$ cat src/rtl/uart_rx_pkg.sv
// Shared types and constants for the UART receive frame controller.
package uart_rx_pkg;

    localparam int unsigned DATA_W       = 8;
    localparam int unsigned PRESCALE_W   = 6;
    localparam int unsigned BIT_CNT_W    = 4;
    localparam int unsigned START_IDX    = 0;
    localparam int unsigned PAR_IDX      = DATA_W + 1;
    localparam int unsigned MIN_PRESCALE = 4;

    typedef enum logic [2:0] {
        ST_IDLE   = 3'd0,
        ST_START  = 3'd1,
        ST_DATA   = 3'd2,
        ST_PARITY = 3'd3,
        ST_STOP   = 3'd4,
        ST_DONE   = 3'd5
    } rx_state_e;

    // Counter commands from the FSM; clr wins over load_one, which wins over cnt_en.
    typedef struct packed {
        logic cnt_en;
        logic clr;
        logic load_one;
        logic cap_en;
    } cnt_ctrl_t;

endpackage

$ cat src/rtl/uart_rx_ctrl_if.sv
// Bundle between the RX frame controller and the line/datapath side.
interface uart_rx_ctrl_if
    import uart_rx_pkg::*;
#(
    parameter int unsigned PSW = PRESCALE_W
) ();

    logic                 RX_IN;
    logic                 PAR_EN;
    logic [PSW-1:0]       Prescale;
    logic                 Sampled_bit;
    logic                 Par_Err;
    logic [PSW-1:0]       Edge_Cnt;
    logic [BIT_CNT_W-1:0] Bit_Cnt;
    logic                 Bit_Available;
    logic                 Strt_Chk_En;
    logic                 Deser_En;
    logic                 Par_Chk_En;
    logic                 Stp_Chk_En;
    logic                 Data_Valid;
    logic                 Frame_Err;

    modport master (
        input  RX_IN, PAR_EN, Prescale, Sampled_bit, Par_Err,
        output Edge_Cnt, Bit_Cnt, Bit_Available, Strt_Chk_En, Deser_En,
               Par_Chk_En, Stp_Chk_En, Data_Valid, Frame_Err
    );

    modport slave (
        output RX_IN, PAR_EN, Prescale, Sampled_bit, Par_Err,
        input  Edge_Cnt, Bit_Cnt, Bit_Available, Strt_Chk_En, Deser_En,
               Par_Chk_En, Stp_Chk_En, Data_Valid, Frame_Err
    );

endinterface

$ cat src/rtl/uart_rx_edge_bit_cnt.sv
// Oversample edge counter, bit counter and captured prescale for the RX frame.
module uart_rx_edge_bit_cnt
    import uart_rx_pkg::*;
#(
    parameter int unsigned PSW = PRESCALE_W
) (
    input  logic                 clk,
    input  logic                 rst,
    input  cnt_ctrl_t            ctrl,
    input  logic [PSW-1:0]       prescale,
    output logic [PSW-1:0]       edge_cnt,
    output logic [BIT_CNT_W-1:0] bit_cnt,
    output logic                 last_edge_c
);

    logic [PSW-1:0]       edge_cnt_q, edge_cnt_d;
    logic [PSW-1:0]       prescale_q, prescale_d;
    logic [BIT_CNT_W-1:0] bit_cnt_q,  bit_cnt_d;

    assign last_edge_c = (edge_cnt_q == (prescale_q - PSW'(1)));

    always_comb begin
        edge_cnt_d = edge_cnt_q;
        bit_cnt_d  = bit_cnt_q;
        prescale_d = prescale_q;

        if (ctrl.cap_en) begin
            prescale_d = prescale;
        end

        if (ctrl.clr) begin
            edge_cnt_d = '0;
            bit_cnt_d  = BIT_CNT_W'(START_IDX);
        end else if (ctrl.load_one) begin
            // Back-to-back frame: the DONE cycle already counts as the first start-bit clock.
            edge_cnt_d = PSW'(1);
            bit_cnt_d  = BIT_CNT_W'(START_IDX);
        end else if (ctrl.cnt_en) begin
            if (last_edge_c) begin
                edge_cnt_d = '0;
                bit_cnt_d  = bit_cnt_q + BIT_CNT_W'(1);
            end else begin
                edge_cnt_d = edge_cnt_q + PSW'(1);
            end
        end
    end

    always_ff @(posedge clk or posedge rst) begin
        if (rst) begin
            edge_cnt_q <= '0;
            bit_cnt_q  <= '0;
            prescale_q <= '0;
        end else begin
            edge_cnt_q <= edge_cnt_d;
            bit_cnt_q  <= bit_cnt_d;
            prescale_q <= prescale_d;
        end
    end

    assign edge_cnt = edge_cnt_q;
    assign bit_cnt  = bit_cnt_q;

endmodule

$ cat src/rtl/uart_rx_ctrl.sv
// UART receive frame sequencer: start detect, per-bit check enables and frame qualification.
module uart_rx_ctrl
    import uart_rx_pkg::*;
#(
    parameter int unsigned DW  = DATA_W,
    parameter int unsigned PSW = PRESCALE_W
) (
    input  logic           CLK,
    input  logic           RST,
    uart_rx_ctrl_if.master bus
);

    // Parity index tracks DW when the frame width is overridden.
    localparam int unsigned PAR_BIT = PAR_IDX + DW - DATA_W;

    rx_state_e            state_q, state_d;
    cnt_ctrl_t            cnt_ctrl;
    logic [PSW-1:0]       edge_cnt;
    logic [BIT_CNT_W-1:0] bit_cnt;
    logic                 last_edge;
    logic                 bit_avail;
    logic                 prescale_ok;

    logic strt_chk_en_q, strt_chk_en_d;
    logic deser_en_q,    deser_en_d;
    logic par_chk_en_q,  par_chk_en_d;
    logic stp_chk_en_q,  stp_chk_en_d;
    logic data_valid_q,  data_valid_d;
    logic frame_err_q,   frame_err_d;

    uart_rx_edge_bit_cnt #(.PSW(PSW)) u_cnt (
        .clk         (CLK),
        .rst         (RST),
        .ctrl        (cnt_ctrl),
        .prescale    (bus.Prescale),
        .edge_cnt    (edge_cnt),
        .bit_cnt     (bit_cnt),
        .last_edge_c (last_edge)
    );

    assign prescale_ok = (bus.Prescale >= PSW'(MIN_PRESCALE));
    assign bit_avail   = last_edge &&
                         (state_q inside {ST_START, ST_DATA, ST_PARITY, ST_STOP});

    always_comb begin
        state_d      = state_q;
        cnt_ctrl     = '0;
        data_valid_d = 1'b0;
        frame_err_d  = 1'b0;

        case (state_q)
            ST_IDLE: begin
                cnt_ctrl.clr = 1'b1;
                if (!bus.RX_IN && prescale_ok) begin
                    state_d         = ST_START;
                    cnt_ctrl.cap_en = 1'b1;
                end
            end
            ST_START: begin
                cnt_ctrl.cnt_en = 1'b1;
                if (bit_avail) begin
                    if (bus.Sampled_bit) begin
                        state_d      = ST_IDLE;
                        cnt_ctrl.clr = 1'b1;
                    end else begin
                        state_d = ST_DATA;
                    end
                end
            end
            ST_DATA: begin
                cnt_ctrl.cnt_en = 1'b1;
                if (bit_avail && (bit_cnt == BIT_CNT_W'(PAR_BIT - 1))) begin
                    state_d = bus.PAR_EN ? ST_PARITY : ST_STOP;
                end
            end
            ST_PARITY: begin
                cnt_ctrl.cnt_en = 1'b1;
                if (bit_avail) begin
                    state_d = ST_STOP;
                end
            end
            ST_STOP: begin
                cnt_ctrl.cnt_en = 1'b1;
                if (bit_avail) begin
                    // Par_Err is already registered by the checker at this point.
                    state_d      = ST_DONE;
                    cnt_ctrl.clr = 1'b1;
                    data_valid_d = bus.Sampled_bit && (!bus.PAR_EN || !bus.Par_Err);
                    frame_err_d  = !bus.Sampled_bit;
                end
            end
            ST_DONE: begin
                if (!bus.RX_IN && prescale_ok) begin
                    state_d           = ST_START;
                    cnt_ctrl.load_one = 1'b1;
                    cnt_ctrl.cap_en   = 1'b1;
                end else begin
                    state_d      = ST_IDLE;
                    cnt_ctrl.clr = 1'b1;
                end
            end
            default: begin
                state_d      = ST_IDLE;
                cnt_ctrl.clr = 1'b1;
            end
        endcase

        strt_chk_en_d = (state_d == ST_START);
        deser_en_d    = (state_d == ST_DATA);
        par_chk_en_d  = (state_d == ST_PARITY);
        stp_chk_en_d  = (state_d == ST_STOP);
    end

    always_ff @(posedge CLK or posedge RST) begin
        if (RST) begin
            state_q       <= ST_IDLE;
            strt_chk_en_q <= 1'b0;
            deser_en_q    <= 1'b0;
            par_chk_en_q  <= 1'b0;
            stp_chk_en_q  <= 1'b0;
            data_valid_q  <= 1'b0;
            frame_err_q   <= 1'b0;
        end else begin
            state_q       <= state_d;
            strt_chk_en_q <= strt_chk_en_d;
            deser_en_q    <= deser_en_d;
            par_chk_en_q  <= par_chk_en_d;
            stp_chk_en_q  <= stp_chk_en_d;
            data_valid_q  <= data_valid_d;
            frame_err_q   <= frame_err_d;
        end
    end

    assign bus.Edge_Cnt      = edge_cnt;
    assign bus.Bit_Cnt       = bit_cnt;
    assign bus.Bit_Available = bit_avail;
    assign bus.Strt_Chk_En   = strt_chk_en_q;
    assign bus.Deser_En      = deser_en_q;
    assign bus.Par_Chk_En    = par_chk_en_q;
    assign bus.Stp_Chk_En    = stp_chk_en_q;
    assign bus.Data_Valid    = data_valid_q;
    assign bus.Frame_Err     = frame_err_q;

endmodule

$ cat src/flat_wrapper.sv
// flat-port wrapper written by rule: the top's interface ports become plain ports
module uart_rx_ctrl_flat import uart_rx_pkg::*;
#(
    parameter int unsigned DW  = DATA_W,
    parameter int unsigned PSW = PRESCALE_W
)
  (CLK, RST, bus_RX_IN, bus_PAR_EN, bus_Prescale, bus_Sampled_bit, bus_Par_Err, bus_Edge_Cnt, bus_Bit_Cnt, bus_Bit_Available, bus_Strt_Chk_En, bus_Deser_En, bus_Par_Chk_En, bus_Stp_Chk_En, bus_Data_Valid, bus_Frame_Err);
  uart_rx_ctrl_if #(.PSW(PSW)) bus_i ();
  input  logic CLK;
  input  logic RST;
  input wire logic [$bits(bus_i.RX_IN)-1:0] bus_RX_IN;
  input wire logic [$bits(bus_i.PAR_EN)-1:0] bus_PAR_EN;
  input wire logic [$bits(bus_i.Prescale)-1:0] bus_Prescale;
  input wire logic [$bits(bus_i.Sampled_bit)-1:0] bus_Sampled_bit;
  input wire logic [$bits(bus_i.Par_Err)-1:0] bus_Par_Err;
  output wire logic [$bits(bus_i.Edge_Cnt)-1:0] bus_Edge_Cnt;
  output wire logic [$bits(bus_i.Bit_Cnt)-1:0] bus_Bit_Cnt;
  output wire logic [$bits(bus_i.Bit_Available)-1:0] bus_Bit_Available;
  output wire logic [$bits(bus_i.Strt_Chk_En)-1:0] bus_Strt_Chk_En;
  output wire logic [$bits(bus_i.Deser_En)-1:0] bus_Deser_En;
  output wire logic [$bits(bus_i.Par_Chk_En)-1:0] bus_Par_Chk_En;
  output wire logic [$bits(bus_i.Stp_Chk_En)-1:0] bus_Stp_Chk_En;
  output wire logic [$bits(bus_i.Data_Valid)-1:0] bus_Data_Valid;
  output wire logic [$bits(bus_i.Frame_Err)-1:0] bus_Frame_Err;
  assign bus_i.RX_IN = bus_RX_IN;
  assign bus_i.PAR_EN = bus_PAR_EN;
  assign bus_i.Prescale = bus_Prescale;
  assign bus_i.Sampled_bit = bus_Sampled_bit;
  assign bus_i.Par_Err = bus_Par_Err;
  assign bus_Edge_Cnt = bus_i.Edge_Cnt;
  assign bus_Bit_Cnt = bus_i.Bit_Cnt;
  assign bus_Bit_Available = bus_i.Bit_Available;
  assign bus_Strt_Chk_En = bus_i.Strt_Chk_En;
  assign bus_Deser_En = bus_i.Deser_En;
  assign bus_Par_Chk_En = bus_i.Par_Chk_En;
  assign bus_Stp_Chk_En = bus_i.Stp_Chk_En;
  assign bus_Data_Valid = bus_i.Data_Valid;
  assign bus_Frame_Err = bus_i.Frame_Err;
  uart_rx_ctrl #(.DW(DW), .PSW(PSW)) u_core (.CLK(CLK), .RST(RST), .bus(bus_i));
endmodule
$ cat config.mk
export PLATFORM = sky130hd
export DESIGN_NAME = uart_rx_ctrl_flat
export DESIGN_NICKNAME = d
export VERILOG_FILES = /design/src/rtl/uart_rx_pkg.sv /design/src/rtl/uart_rx_ctrl_if.sv /design/src/rtl/uart_rx_edge_bit_cnt.sv /design/src/rtl/uart_rx_ctrl.sv /design/src/flat_wrapper.sv
export SDC_FILE = /design/constraint.sdc
export NUM_CORES = 1
export LEC_CHECK = 0
export CORE_MARGIN = 2
export CORE_UTILIZATION = 40
export CTS_CLUSTER_DIAMETER = 80
export DETAILED_ROUTE_END_ITERATION = 12
export GPL_TIMING_DRIVEN = 0
export PLACE_DENSITY = 0.7
export REMOVE_ABC_BUFFERS = 1
export SYNTH_ARGS = -nofsm -noshare
export SYNTH_HDL_FRONTEND = slang
export SYNTH_SLANG_ARGS = --single-unit
$ cat constraint.sdc
create_clock -name CLK -period 4.03 [get_ports CLK]
set_clock_uncertainty 0.1 [all_clocks]
set_input_delay 0.806 -clock CLK [delete_from_list [all_inputs] [get_ports CLK]]
set_output_delay 0.806 -clock CLK [all_outputs]
set_load 0.02 [all_outputs]
==> report_table.html <==
<table>
<tr><th>Metric</th><th>Value</th></tr>
<tr><th colspan="2">Clocking</th></tr>
<tr><td>Clk Latency, worst-skew pair</td><td>0.32 ns</td></tr>
<tr><td>Total CTS buffers</td><td>3</td></tr>
<tr><td>CTS clock-pin slew for the worst setup and hold paths</td><td>0.13 ns</td></tr>
<tr><td>Count of hold-fix buffers inserted at cts</td><td>0</td></tr>
<tr><td>TritonCTS clock tree</td><td>done</td></tr>
<tr><td>H-tree level count</td><td>1</td></tr>
<tr><td>Clock Sinks</td><td>25</td></tr>
<tr><td>Clock Tree Root</td><td>sky130_fd_sc_hd__clkbuf_4</td></tr>
<tr><td>Clock Tree Buf Depth</td><td>2</td></tr>
<tr><th colspan="2">Placement</th></tr>
<tr><td>Placer's final routability congestion estimate</td><td>0.889</td></tr>
<tr><td>I/O Buffers</td><td>28</td></tr>
<tr><td>DP HPWL</td><td>2160 um</td></tr>
<tr><td># placed instances</td><td>around 220</td></tr>
<tr><th colspan="2">GRT</th></tr>
<tr><td>First-pass GRT wire length</td><td>5080 um</td></tr>
<tr><td>Vias in the first global route</td><td>1126</td></tr>
<tr><td>Maximum number of pins on one net before global-route repair</td><td>26</td></tr>
<tr><td>Met3 routing resource usage after global routing</td><td>1.96%</td></tr>
<tr><td>GR Layer Usage met1</td><td>21.6%</td></tr>
<tr><td>GRT Max-Usage Layer</td><td>met2</td></tr>
<tr><td>Global-route track usage on met2</td><td>approximately a quarter</td></tr>
<tr><td>Overall fraction of global-route tracks in use</td><td>15.8%</td></tr>
<tr><td>Number of antenna violations at the first check in global routing</td><td>0</td></tr>
<tr><td>Overall overflow remaining after global route</td><td>0</td></tr>
<tr><th colspan="2">Timing</th></tr>
<tr><td>Total of endpoints with negative setup slack in the final report</td><td>0</td></tr>
<tr><td>Max-slew violation count</td><td>0</td></tr>
<tr><td>RSZ-0062 raised after global routing</td><td>false</td></tr>
<tr><td>Actual slew at the worst max-slew pin</td><td>around 1.2 ns</td></tr>
<tr><td>Final hold viol count</td><td>0</td></tr>
<tr><td>Final period util</td><td>88.1%</td></tr>
<tr><td>Highest clock frequency the design can meet</td><td>282 MHz</td></tr>
<tr><td>Worst-case hold slack</td><td>0.467 ns</td></tr>
<tr><td>Slew margin rel.</td><td>16.6%</td></tr>
<tr><td>Setup TNS</td><td>0 ns</td></tr>
<tr><td>Minimum period implied by the final worst setup slack</td><td>3.55 ns</td></tr>
<tr><th colspan="2">Power</th></tr>
<tr><td>Switching component of the power</td><td>0.472 mW</td></tr>
<tr><td>Pleak</td><td>0.765 nW</td></tr>
<tr><td>Share of total power in sequential cells</td><td>38.7%</td></tr>
<tr><td>Combinational share of power</td><td>51.1%</td></tr>
<tr><td>Total Power Consumption</td><td>1.10 mW</td></tr>
<tr><td>Design internal power</td><td>0.627 mW</td></tr>
<tr><td>Worst vdd ir</td><td>roughly 0.00032 V</td></tr>
<tr><td>Power share of the clock group</td><td>10.2%</td></tr>
<tr><td>Share of total power consumed by net switching</td><td>~43%</td></tr>
<tr><td>Power Density</td><td>622 nW/um^2</td></tr>
<tr><th colspan="2">Layout</th></tr>
<tr><td>Area overhead of the layout relative to synthesis</td><td>25.2%</td></tr>
<tr><td>Fraction of final layout cells sized beyond drive strength 1</td><td>9.20%</td></tr>
<tr><td>Number of non-filler instances in the completed layout</td><td>220</td></tr>
<tr><td>Number of nets in the layout</td><td>191</td></tr>
<tr><td>Final core occ</td><td>52.5%</td></tr>
<tr><td>Final antenna diode count</td><td>0</td></tr>
<tr><th colspan="2">Min path</th></tr>
<tr><td>Worst hold-check path type</td><td>flip-flop to flip-flop</td></tr>
<tr><td>Source of the worst hold timing path</td><td>u_core.u_cnt.prescale_q[5]</td></tr>
<tr><th colspan="2">Synthesis</th></tr>
<tr><td>Seq cells post-synth</td><td>25</td></tr>
<tr><td>Number of flops mapped to enable cells by yosys</td><td>0</td></tr>
<tr><td>Synth Warn #</td><td>0</td></tr>
<tr><td>Share of Yosys cell area claimed by the top area cell type</td><td>~44%</td></tr>
<tr><td>Number of different library cells in the post-synthesis netlist</td><td>39</td></tr>
<tr><td>Post-synth top flop</td><td>sky130_fd_sc_hd__dfrtp_1</td></tr>
<tr><td>Biggest area contributors in the synthesized netlist</td><td>sky130_fd_sc_hd__dfrtp_1 (44%), sky130_fd_sc_hd__xnor2_1 (5.6%), sky130_fd_sc_hd__nor2_1 (5.3%)</td></tr>
<tr><td>Synthesized cell area</td><td>roughly 1400 sq um</td></tr>
<tr><td>Cell type contributing the most total cell area after synthesis</td><td>sky130_fd_sc_hd__dfrtp_1</td></tr>
<tr><td>Fraction of the yosys area taken by sequential cells</td><td>~44%</td></tr>
<tr><td>Async set-reset flop share out of synthesis</td><td>100%</td></tr>
<tr><td>Mean post-synth cell area</td><td>9.73 sq um</td></tr>
<tr><td>Synth Instances</td><td>~150</td></tr>
<tr><th colspan="2">Drt</th></tr>
<tr><td>Count of unresolved DRC violations after routing</td><td>0</td></tr>
<tr><td>Number of detailed-routing iterations run before antenna repair</td><td>4</td></tr>
<tr><td>Detail-routed net length per standard cell</td><td>between 10 and 15 um</td></tr>
<tr><td>Number of design-rule violations left by the first detailed-router iteration</td><td>41</td></tr>
<tr><td>Number of nets with antenna violations after detailed routing</td><td>0</td></tr>
<tr><td>Routed WL</td><td>between 2000 and 3000 um</td></tr>
<tr><td>Drt via density</td><td>5.21</td></tr>
<tr><td>Total number of vias</td><td>1146</td></tr>
<tr><th colspan="2">Die</th></tr>
<tr><td>Number of I/O pins</td><td>29</td></tr>
<tr><td>Die X</td><td>63.4 um</td></tr>
<tr><td>Height of the die</td><td>63.4 um</td></tr>
<tr><td>Placement Rows</td><td>21</td></tr>
<tr><td>Initial standard-cell utilization of the core</td><td>42.0%</td></tr>
<tr><td>Die footprint</td><td>4020 sq um</td></tr>
<tr><td>Placeable core region</td><td>3360 sq um</td></tr>
<tr><th colspan="2">Worst setup path</th></tr>
<tr><td>Launching element type of the critical path</td><td>flip-flop</td></tr>
<tr><td>Crit path launch</td><td>u_core.u_cnt.prescale_q[3]</td></tr>
<tr><td>Reg-to-reg startpoint</td><td>u_core.u_cnt.prescale_q[3]</td></tr>
<tr><td>Worst-path maximum fanout</td><td>5</td></tr>
<tr><td>Critical Path RT</td><td>3.12 ns</td></tr>
<tr><td>Critical Path Sink Type</td><td>output pin</td></tr>
<tr><td>Setup CP Type</td><td>flip-flop to output pin</td></tr>
<tr><td>CP Data Arrival Time</td><td>2.65 ns</td></tr>
<tr><th colspan="2">Run</th></tr>
<tr><td>Reported max-cap violation count</td><td>0</td></tr>
<tr><th colspan="2">Run status</th></tr>
<tr><td>Outcome</td><td>finished clean</td></tr>
</table>
-- Yosys cell counts (2+ instances only) --
master,n
sky130_fd_sc_hd__nor2_1,20
sky130_fd_sc_hd__xnor2_1,9
sky130_fd_sc_hd__a21oi_1,6
sky130_fd_sc_hd__and3_1,2
sky130_fd_sc_hd__nand3_1,4
sky130_fd_sc_hd__o211ai_1,2
sky130_fd_sc_hd__mux2_2,5
sky130_fd_sc_hd__clkbuf_1,3
sky130_fd_sc_hd__nor3b_1,2
sky130_fd_sc_hd__o21ai_0,6
sky130_fd_sc_hd__inv_1,9
sky130_fd_sc_hd__nand2_1,11
sky130_fd_sc_hd__ha_1,4
sky130_fd_sc_hd__a221oi_2,2
sky130_fd_sc_hd__nor3_1,6
sky130_fd_sc_hd__or3_1,2
sky130_fd_sc_hd__dfrtp_1,25
sky130_fd_sc_hd__xor2_1,6
-- metal layers --
| layer | up-vias | wire length [um] |
|---|---|---|
| met4 | 0 | 44 |
| met2 | 38 | 1370 |
| met5 | - | 0 |
| li1 | 559 | - |
| met1 | 544 | 1310 |
| met3 | 5 | 132 |
-- metrics by stage --
stage | setup slack (ns) | area, sq um
global placement | 0.461 | 1740
floorplan | 1.00 | 1400
CTS | 0.0747 | 1760
detailed placement | 0.473 | 1740
global route | 0.340 | 1770
finish | 0.479 | 1770
-- area by class of cell --
cell class	instances	area (sq um)
Clock buffer	4	26.3
Fill cell	331	1600
Inverter	9	33.8
Multi-Input combinational cell	108	741
Sequential cell	25	626
Tap cell	46	57.6
Timing Repair Buffer	28	283
-- state kept, by name, summed over array words and instances, names as in the netlist --
register / count
u_core.bus.Data_Valid: 1
u_core.bus.Deser_En: 1
u_core.bus.Frame_Err: 1
u_core.bus.Par_Chk_En: 1
u_core.bus.Stp_Chk_En: 1
u_core.bus.Strt_Chk_En: 1
u_core.state_q: 3
u_core.u_cnt.bit_cnt: 4
u_core.u_cnt.edge_cnt: 6
u_core.u_cnt.prescale_q: 6
-- path summary, 6_finish.rpt --
kind	to	slack (ns)	depth (start not counted)
hold reg to reg	u_core.u_cnt.prescale_q[5]	0.47	1
max in group asynchronous	u_core.bus.Stp_Chk_En	2.37	2
hold / removal	u_core.u_cnt.prescale_q[5]	0.47	1
min in group asynchronous	u_core.u_cnt.edge_cnt[2]	0.88	2
setup reg to reg	u_core.bus.Deser_En	1.31	6
setup / recovery	bus_Bit_Available	0.48	5
-- kinds of logic after synthesis --
| logic type | Yosys count | share of synthesized area, % |
|---|---|---|
| multiplexers | 6 | 4.70 |
| AO/OA/AOI/OAI | 24 | 13.2 |
| adder cells (fa/ha/maj) | 4 | 3.55 |
| XOR/XNOR | 15 | 9.31 |
| AND/OR/NAND/NOR | 59 | 21.7 |
| buffers and inverters | 12 | 3.19 |
| flip-flops | 25 | 44.3 |
-- power groups by stage --
stage	Combinational, mW	Sequential, mW	Clock (mW)
after detailed placement	0.564	0.428	0
final	0.562	0.425	0.112
after CTS	0.567	0.423	0.117
after global placement	0.553	0.425	0
after floorplan	0.378	0.446	0
after global routing	0.628	0.440	0.125
-- cells in the final DEF, fill, tap and decap left out, drive strengths merged, types with 5 or more instances in the layout --
master and count:
a21oi 6, nand2 12, xor2 6, clkdlybuf4s50 27, mux2 5, nor2 20, xnor2 9, o21ai 6
nor3 6, dfrtp 25, inv 9
-- critical path, cell delays in order, from the launching register on --
cell and delay [ns]:
sky130_fd_sc_hd__dfrtp_1 0.45, sky130_fd_sc_hd__or4_1 0.55, sky130_fd_sc_hd__or3_4 0.37, sky130_fd_sc_hd__a2111o_1 0.49
sky130_fd_sc_hd__nor2_1 0.21, sky130_fd_sc_hd__dlymetal6s2s_1 0.26
-- what timing repair did --
| item | in CTS | in global routing |
|---|---|---|
| gates resized for setup | 0 | 1 |
| buffers inserted | 0 | 0 |
| endpoints found under the setup margin | 0 | 1 |
No activity file was read; power rests on OpenSTA's default activity.
